<file path="config.mk">
export PLATFORM = sky130hd
export DESIGN_NAME = array_mem_arbiter
export DESIGN_NICKNAME = d
export VERILOG_FILES = /design/src/rtl/array_mem_arbiter.sv
export SDC_FILE = /design/constraint.sdc
export NUM_CORES = 1
export LEC_CHECK = 0
export CAP_MARGIN = 20
export CORE_MARGIN = 4
export CORE_UTILIZATION = 45
export CTS_BUF_LIST = sky130_fd_sc_hd__clkbuf_8
export DETAILED_ROUTE_END_ITERATION = 10
export GPL_TIMING_DRIVEN = 0
export PLACE_DENSITY = 0.83
export SETUP_SLACK_MARGIN = 0.05
export SYNTH_ARGS = -nofsm -noshare
export SYNTH_HDL_FRONTEND = slang
export SYNTH_SLANG_ARGS = --single-unit
</file>
<file path="constraint.sdc">
create_clock -name clock -period 4.1 [get_ports clock]
set_input_delay 0.82 -clock clock [delete_from_list [all_inputs] [get_ports clock]]
set_output_delay 0.82 -clock clock [all_outputs]
set_load 0.01 [all_outputs]
</file>
<file path="src/rtl/array_mem_arbiter.sv">
// Round-robin arbiter that sequences two requesters onto a single-port
// register-file memory and returns read data with a one-cycle acknowledge.
//
// state  | meaning
// IDLE   | waiting for a request; picks the winner and latches its fields
// ISSUE  | memory strobe cycle (mem_en high)
// RDWAIT | read data returns from memory; captured into the winner's rdata
// ACK    | winner's ack pulses; round-robin pointer moves to the other side
module array_mem_arbiter #(
  parameter int width     = 4,
  parameter int addr_bits = 3
) (
  input  logic                 clock,
  input  logic                 reset_n,
  input  logic                 req0,
  input  logic                 rw0,
  input  logic [addr_bits-1:0] addr0,
  input  logic [width-1:0]     wdata0,
  output logic                 ack0,
  output logic [width-1:0]     rdata0,
  input  logic                 req1,
  input  logic                 rw1,
  input  logic [addr_bits-1:0] addr1,
  input  logic [width-1:0]     wdata1,
  output logic                 ack1,
  output logic [width-1:0]     rdata1,
  output logic                 mem_en,
  output logic                 mem_rw,
  output logic [addr_bits-1:0] mem_addr,
  output logic [width-1:0]     mem_wdata,
  input  logic [width-1:0]     mem_rdata,
  output logic                 busy
);

  typedef enum logic [1:0] {IDLE, ISSUE, RDWAIT, ACK} state_t;

  state_t state, state_next;
  logic   winner;
  logic   ptr;
  logic   grant;
  logic   grant_valid;

  always_comb begin
    state_next  = state;
    grant       = 1'b0;
    grant_valid = 1'b0;
    case (state)
      IDLE: begin
        if (req0 && req1) begin
          grant       = ptr;
          grant_valid = 1'b1;
        end else if (req0) begin
          grant       = 1'b0;
          grant_valid = 1'b1;
        end else if (req1) begin
          grant       = 1'b1;
          grant_valid = 1'b1;
        end
        if (grant_valid) state_next = ISSUE;
      end
      ISSUE:   state_next = mem_rw ? RDWAIT : ACK;
      RDWAIT:  state_next = ACK;
      ACK:     state_next = IDLE;
      default: state_next = IDLE;
    endcase
  end

  // mem_rw/mem_addr/mem_wdata double as the latched request fields.
  always_ff @(posedge clock or negedge reset_n) begin
    if (!reset_n) begin
      state     <= IDLE;
      winner    <= 1'b0;
      ptr       <= 1'b0;
      busy      <= 1'b0;
      mem_en    <= 1'b0;
      mem_rw    <= 1'b0;
      mem_addr  <= '0;
      mem_wdata <= '0;
      ack0      <= 1'b0;
      ack1      <= 1'b0;
      rdata0    <= '0;
      rdata1    <= '0;
    end else begin
      state  <= state_next;
      busy   <= (state_next != IDLE);
      mem_en <= (state_next == ISSUE);
      ack0   <= (state_next == ACK) && !winner;
      ack1   <= (state_next == ACK) && winner;
      if (state == IDLE && grant_valid) begin
        winner    <= grant;
        mem_rw    <= grant ? rw1 : rw0;
        mem_addr  <= grant ? addr1 : addr0;
        mem_wdata <= grant ? wdata1 : wdata0;
      end
      if (state == RDWAIT) begin
        if (winner) rdata1 <= mem_rdata;
        else        rdata0 <= mem_rdata;
      end
      if (state == ACK) ptr <= ~winner;
    end
  end

endmodule

</file>
==> metrics.log, run 1 <==
INFO  metric cts.repair_timing.setup_buffer_count = 0
INFO  metric die_area = 0.00326 sq mm
INFO  metric routed-via-count = 855
INFO  metric synth_top_area_cell = dfrtp_1
INFO  metric critPathMaxFanout = 3
INFO  metric max-vdd-ir-drop = 0.000394 V
INFO  metric cts_tree = yes
INFO  metric drt_pre_antenna_iters = 4
INFO  metric switching_power = 389 uW
INFO  metric fillCellCount = 183
INFO  metric seqCellArea = 601 sq um
INFO  metric antenna-diode-count = 0
INFO  metric detailedPlacementHpwl = 1870 um
INFO  metric critical_path.endpoint_type = output port
INFO  metric yosys.cell_types.count = 22
INFO  metric max_slew_margin = 61.9%
INFO  metric path_class = register to output port
INFO  metric die_height = 57.1 um
INFO  metric power = 1.16 mW
INFO  metric sw_frac_of_total = 33.6%
INFO  metric synth-seq-area-share = 55.4%
INFO  metric clock-sinks = 24
INFO  metric cts-root-buf = clkbuf_8
INFO  metric vias_in_the_first_global_route = 945
INFO  metric final_layout_size_suffix_gt1_share = 18.7%
INFO  metric hold_path_class = register to register
INFO  metric p_int = 767 uW
INFO  metric worst_r2r_path_depth = 6
INFO  metric die_width = 57.1 um
INFO  metric clock_insertion_delay_worst_skew = 260 ps
INFO  metric endpoints_failing_setup = 0
INFO  metric area_growth_syn_to_layout = 49.4%
INFO  metric critical-path-max-stage-delay = 550 ps
INFO  metric power.share.clock = 13.7%
INFO  metric hold_vio_cnt_final = 0
INFO  metric final_nets = 169
INFO  metric cts_hold_buffers = 0
INFO  metric timing.clock.skew = 2.67 ps
INFO  metric postSynthAreaPerCell = 11.9 sq um
INFO  metric critical_path.top_delay_family = buffers and inverters
INFO  metric final_min_period_over_clock_period = 49.0%
INFO  metric synth_warnings = 0
INFO  metric worst_hold_path.num_cells = 1
INFO  metric crit_cells = 1
INFO  metric netlist_instances = 91
INFO  metric start_kind = register
INFO  metric cts_inserted_buffers = 3
INFO  metric critical-path-slowest-cell = clkdlybuf4s50_1
INFO  metric totalWireLength = 2420 um
INFO  metric power_leakage = 0.681 nW
INFO  metric critical_path.cell_chain = clkdlybuf4s50_1
INFO  metric rows = 17
INFO  metric outcome = complete, no violations
INFO  metric clk_path_buf_depth = 2
INFO  metric worstPathBufferInverterCount = 1
INFO  metric yosys_top_cell_area_share = 55.4%
INFO  metric synthesis.area = 0.00108 sq mm
INFO  metric totalNegativeSetupSlack = 0 ps
INFO  metric design.portCount = 44
INFO  metric routed_length_per_instance = 14.5 um
INFO  metric final_max_slew_viol_count = 0
INFO  metric seq_power_share = 36.7%
INFO  metric post-route-min-period = 2010 ps
INFO  metric gr_util_all_layers = 16.0%
INFO  metric crit_required = 3280 ps
INFO  metric portBuffers = 43
INFO  metric max-cap-violations = 0
INFO  metric grt_overflow_total = 0
INFO  metric clock_transition_at_the_registers_of_the_reported_paths = 80 ps
INFO  metric rsz0062_at_grt = false
INFO  metric cp.arrival = 1190 ps
INFO  metric gp_congestion = 0.756
INFO  metric starting_utilization_of_the_core_area = 48.1%
INFO  metric postCtsResizedCells = 0
INFO  metric yosys-top-cells-area = dfrtp_1 (55%), mux2_2 (8.3%), ha_1 (5.8%)
INFO  metric antenna_found_initial = 0
INFO  metric grt_start_max_net_pins = 25
INFO  metric cts-htree-levels = 1
INFO  metric multi_input_comb_area = 440 sq um
INFO  metric fmax = 0.498 GHz
INFO  metric dr.first_iter.drc_count = 16
INFO  metric drc_errors = 0
INFO  metric power.density_cell_area = 713 mW/mm^2
INFO  metric global_route_wire_length_before_repair = 4110 um
INFO  metric share_comb_of_total_power = 49.7%
INFO  metric floorplan.core_area = 0.00225 sq mm
INFO  metric drt.antenna.violating_nets = 0
INFO  metric synth.ff_latch_count = 24
INFO  metric post_drt_via_cell_ratio = 5.12
INFO  metric tightest_slew = 570 ps
INFO  metric postSynthNetCount = 120
sequential cells by signal (all words and copies together) (netlist names):
register and count:
mem_wdata 4, winner 1, rdata0 4, mem_rw 1, ack0 1, rdata1 4
ptr 1, busy 1, state 2, ack1 1, mem_addr 3, mem_en 1
worst paths after layout:
kind | from | end | slack [ps]
setup / recovery | mem_rw$_DFFE_PN0P_ | mem_rw | 2090
hold / removal | rdata1[1]$_DFFE_PN0P_ | rdata1[1]$_DFFE_PN0P_ | 510
setup reg to reg | state[0]$_DFF_PN0_ | mem_wdata[1]$_DFFE_PN0P_ | 2410
hold reg to reg | rdata1[1]$_DFFE_PN0P_ | rdata1[1]$_DFFE_PN0P_ | 510
max in group asynchronous | reset_n | mem_wdata[1]$_DFFE_PN0P_ | 2700
min in group asynchronous | reset_n | ack0$_DFF_PN0_ | 920
cells in the mapped netlist:
| cell | instances |
|---|---|
| nor2b_1 | 2 |
| buf_6 | 2 |
| inv_1 | 3 |
| o31ai_1 | 1 |
| nor2b_4 | 1 |
| o21ai_0 | 8 |
| and3_1 | 2 |
| buf_2 | 2 |
| a21oi_1 | 1 |
| a31oi_1 | 8 |
| or3b_2 | 6 |
| o22ai_1 | 1 |
| nand2_2 | 1 |
| nand2_1 | 2 |
| mux2_2 | 8 |
| or3b_1 | 2 |
| or2_2 | 1 |
| ha_1 | 5 |
| dfrtp_1 | 24 |
| o21a_1 | 1 |
| nor2_1 | 9 |
| o221ai_1 | 1 |
placed cells by master (no fill, tap or decap), types with 2 or more instances in the layout:
cell type	instances
buf_6	2
dfrtp_1	24
or3b_2	6
clkbuf_8	4
ha_1	5
nand2_1	2
nor2b_1	2
and3_1	2
clkdlybuf4s50_1	43
mux2_2	8
or3b_1	2
inv_1	3
buf_2	2
a31oi_1	8
nor2_1	9
o21ai_0	8
per-layer routing:
layer  vias up  global-route usage [%]  share of wire, %  wire [um]
li1        417                       -                 -          -
met1       397                    18.3                41        986
met2        39                    29.0                51       1230
met3         2                    3.62               7.9        191
met4         0                    5.63              0.58         14
met5         -                       0                 0          0
logic make-up (layout without fill, tap and decap cells):
family / count (synthesis) / after routing / synth area share [%]
fa+ha+maj: 5 / 5 / 5.77
mux: 8 / 8 / 8.30
buf+inv: 7 / 55 / 4.04
flops: 24 / 24 / 55.4
simple gates: 26 / 26 / 15.0
compound gates: 21 / 21 / 11.5
stage by stage:
stage	instance area (sq um)	setup slack (ps)	cells	utilization, %	hold slack, ps
after global placement	1550	1910	162	68.8	486
final	1620	2090	167	71.9	511
after global routing	1620	2060	167	71.9	532
after floorplan	1080	2450	91	-	474
after detailed placement	1550	1860	162	68.8	493
after CTS	1610	2090	166	71.2	512
layout make-up:
class | instances | area share [%]
clock buffer | 4 | 3.40
tap | 28 | 2.16
sequential | 24 | 37.1
timing repair buffer | 44 | 27.5
inverter | 3 | 0.695
multi-input combinational | 60 | 27.2
buffer | 4 | 2.01
power by group through the flow:
stage	combinational [mW]	clock [mW]	sequential, mW
after floorplan	0.255	0	0.466
after global placement	0.559	0	0.423
after detailed placement	0.577	0	0.426
after CTS	0.579	0.159	0.424
after global routing	0.630	0.165	0.441
final	0.574	0.158	0.424
No activity file was read; power rests on OpenSTA's default activity.
==> inputs of run 2 (changes only) <==
Settings changed: CORE_UTILIZATION 45 to 44, PLACE_DENSITY 0.83 to 0.81.
Clock period 4.1 ns to 2.1 ns, I/O delays scaled along.
==> metrics.log, run 2 (synthesized netlist as in run 1, its figures left out) <==
INFO  metric dr.first_iter.drc_count = 11
INFO  metric drt.antenna.violating_nets = 0
INFO  metric starting_utilization_of_the_core_area = 47.7%
INFO  metric crit_path_start = state[0]$_DFF_PN0_
INFO  metric die_area = 0.00332 sq mm
INFO  metric clk_path_buf_depth = 2
INFO  metric post_drt_via_cell_ratio = 5.29
INFO  metric largest_registers = mem_wdata (4), rdata0 (4), rdata1 (4)
INFO  metric post_layout_instance_area = 0.00163 sq mm
INFO  metric cp.arrival = 1870 ps
INFO  metric tightest_slew = 360 ps
INFO  metric crit_required = 2290 ps
INFO  metric final_layout_size_suffix_gt1_share = 18.7%
INFO  metric cts-root-buf = clkbuf_8
INFO  metric cts-htree-levels = 1
INFO  metric cts_tree = yes
INFO  metric regToRegStartpoint = state[0]$_DFF_PN0_
INFO  metric cts_inserted_buffers = 3
INFO  metric totalWireLength = 2600 um
INFO  metric critical_path.endpoint_type = register
INFO  metric grt_start_max_net_pins = 25
INFO  metric fmax = 0.596 GHz
INFO  metric max-cap-violations = 0
INFO  metric routed-via-count = 884
INFO  metric met1_length = 1030 um
INFO  metric antenna_found_initial = 0
INFO  metric die_height = 57.7 um
INFO  metric clock-sinks = 24
INFO  metric global_route_wire_length_before_repair = 4120 um
INFO  metric cts.repair_timing.setup_buffer_count = 0
INFO  metric cts_hold_buffers = 0
INFO  metric mostFrequentLayoutCell = clkdlybuf4s50_1
INFO  metric power = 2.28 mW
INFO  metric area_growth_syn_to_layout = 50.5%
INFO  metric max-vdd-ir-drop = 0.000807 V
INFO  metric rsz0062_at_grt = false
INFO  metric highest-signal-layer = met4
INFO  metric final_nets = 169
INFO  metric critPathMaxFanout = 10
INFO  metric timing.clock.skew = 4.10 ps
INFO  metric rows = 17
INFO  metric die_width = 57.7 um
INFO  metric multi_input_comb_area = 440 sq um
INFO  metric drc_errors = 0
INFO  metric placedInstanceArea = 0.00155 sq mm
INFO  metric gp_congestion = 0.804
INFO  metric hold_path_class = primary input to asynchronous set/reset pin
INFO  metric drt_pre_antenna_iters = 4
INFO  metric max_slew_margin = 76.0%
INFO  metric worst_r2r_endpoint = mem_wdata[1]$_DFFE_PN0P_
INFO  metric met3RoutedLength = 178 um
INFO  metric power.density_cell_area = 1400 mW/mm^2
INFO  metric clock_insertion_delay_worst_skew = 260 ps
INFO  metric seqCellArea = 601 sq um
INFO  metric whs = 411 ps
INFO  metric gr_util_all_layers = 16.3%
INFO  metric post-route-min-period = 1680 ps
INFO  metric leading_cell_types_in_the_layout_fill_and_taps_excluded = clkdlybuf4s50_1 (43), dfrtp_1 (24), nor2_1 (9)
INFO  metric floorplan.core_area = 0.00228 sq mm
INFO  metric dr_wl_met2 = 1340 um
INFO  metric hold_vio_cnt_final = 0
INFO  metric portBuffers = 43
INFO  metric postCtsResizedCells = 0
INFO  metric final_max_slew_viol_count = 0
INFO  metric path_class = register to register
INFO  metric vias_in_the_first_global_route = 941
INFO  metric endpoints_failing_setup = 0
INFO  metric grt_overflow_total = 0
INFO  metric detailedPlacementHpwl = 1990 um
INFO  metric worst_r2r_path_depth = 6
INFO  metric power_leakage = 0.686 nW
INFO  metric totalNegativeSetupSlack = 0 ps
INFO  metric antenna-diode-count = 0
INFO  metric start_kind = register
INFO  metric fillCellCount = 170
INFO  metric final_min_period_over_clock_period = 79.9%
INFO  metric setup.reg_to_reg.worst_slack = 420 ps
INFO  metric design.portCount = 44
INFO  metric clock_transition_at_the_registers_of_the_reported_paths = 80 ps
INFO  metric routed_length_per_instance = 15.6 um
INFO  metric outcome = complete, no violations
-- run 2: cell counts in the layout (fill, tap and decap cells not counted) --
No cell type changed its count.
-- run 2: metrics by stage --
step	util (%)	setup WS, ps	cells
floorplan	-	633	91
global placement	68.1	309	162
detailed placement	68.1	263	162
CTS	70.5	432	166
global route	71.7	344	167
finish	71.7	421	167
-- run 2: final cells by class --
| class | instances | share of cell area [%] |
|---|---|---|
| inverters | 3 | 0.690 |
| repair buffers | 44 | 28.0 |
| multi-input cells | 60 | 27.0 |
| clock buffers | 4 | 3.37 |
| flip-flops and latches | 24 | 36.8 |
| well taps | 28 | 2.15 |
| plain buffers | 4 | 1.99 |
-- run 2: power breakdown --
part / total, mW / switching (mW) / internal [mW]
sequential: 0.835 / 0.143 / 0.692
clock: 0.310 / 0.143 / 0.167
combinational: 1.14 / 0.497 / 0.642
total: 2.28 / 0.783 / 1.50
-- run 2: routing by layer --
metal  vias up  track usage, %
met5         -               0
met4         0            8.61
met3         6            3.34
met2        42            30.0
met1       420            17.3
li1        416               -
-- run 2: worst max-delay path, cell delays in order (launching register included) --
cell,delay (ps)
dfrtp_1,450
inv_1,140
ha_1,200
nand2_2,130
buf_6,170
or3b_1,340
a31oi_1,160
-- run 2: worst max path at each step --
stage | end | slack, ps | depth (start not counted)
finish | mem_wdata[1]$_DFFE_PN0P_ | 420 | 6
detailed placement | mem_rw$_DFFE_PN0P_ | 260 | 4
global route | mem_wdata[1]$_DFFE_PN0P_ | 340 | 6
floorplan | mem_wdata[1]$_DFFE_PN0P_ | 630 | 6
CTS | mem_rw$_DFFE_PN0P_ | 430 | 5
global placement | mem_wdata[1]$_DFFE_PN0P_ | 310 | 5
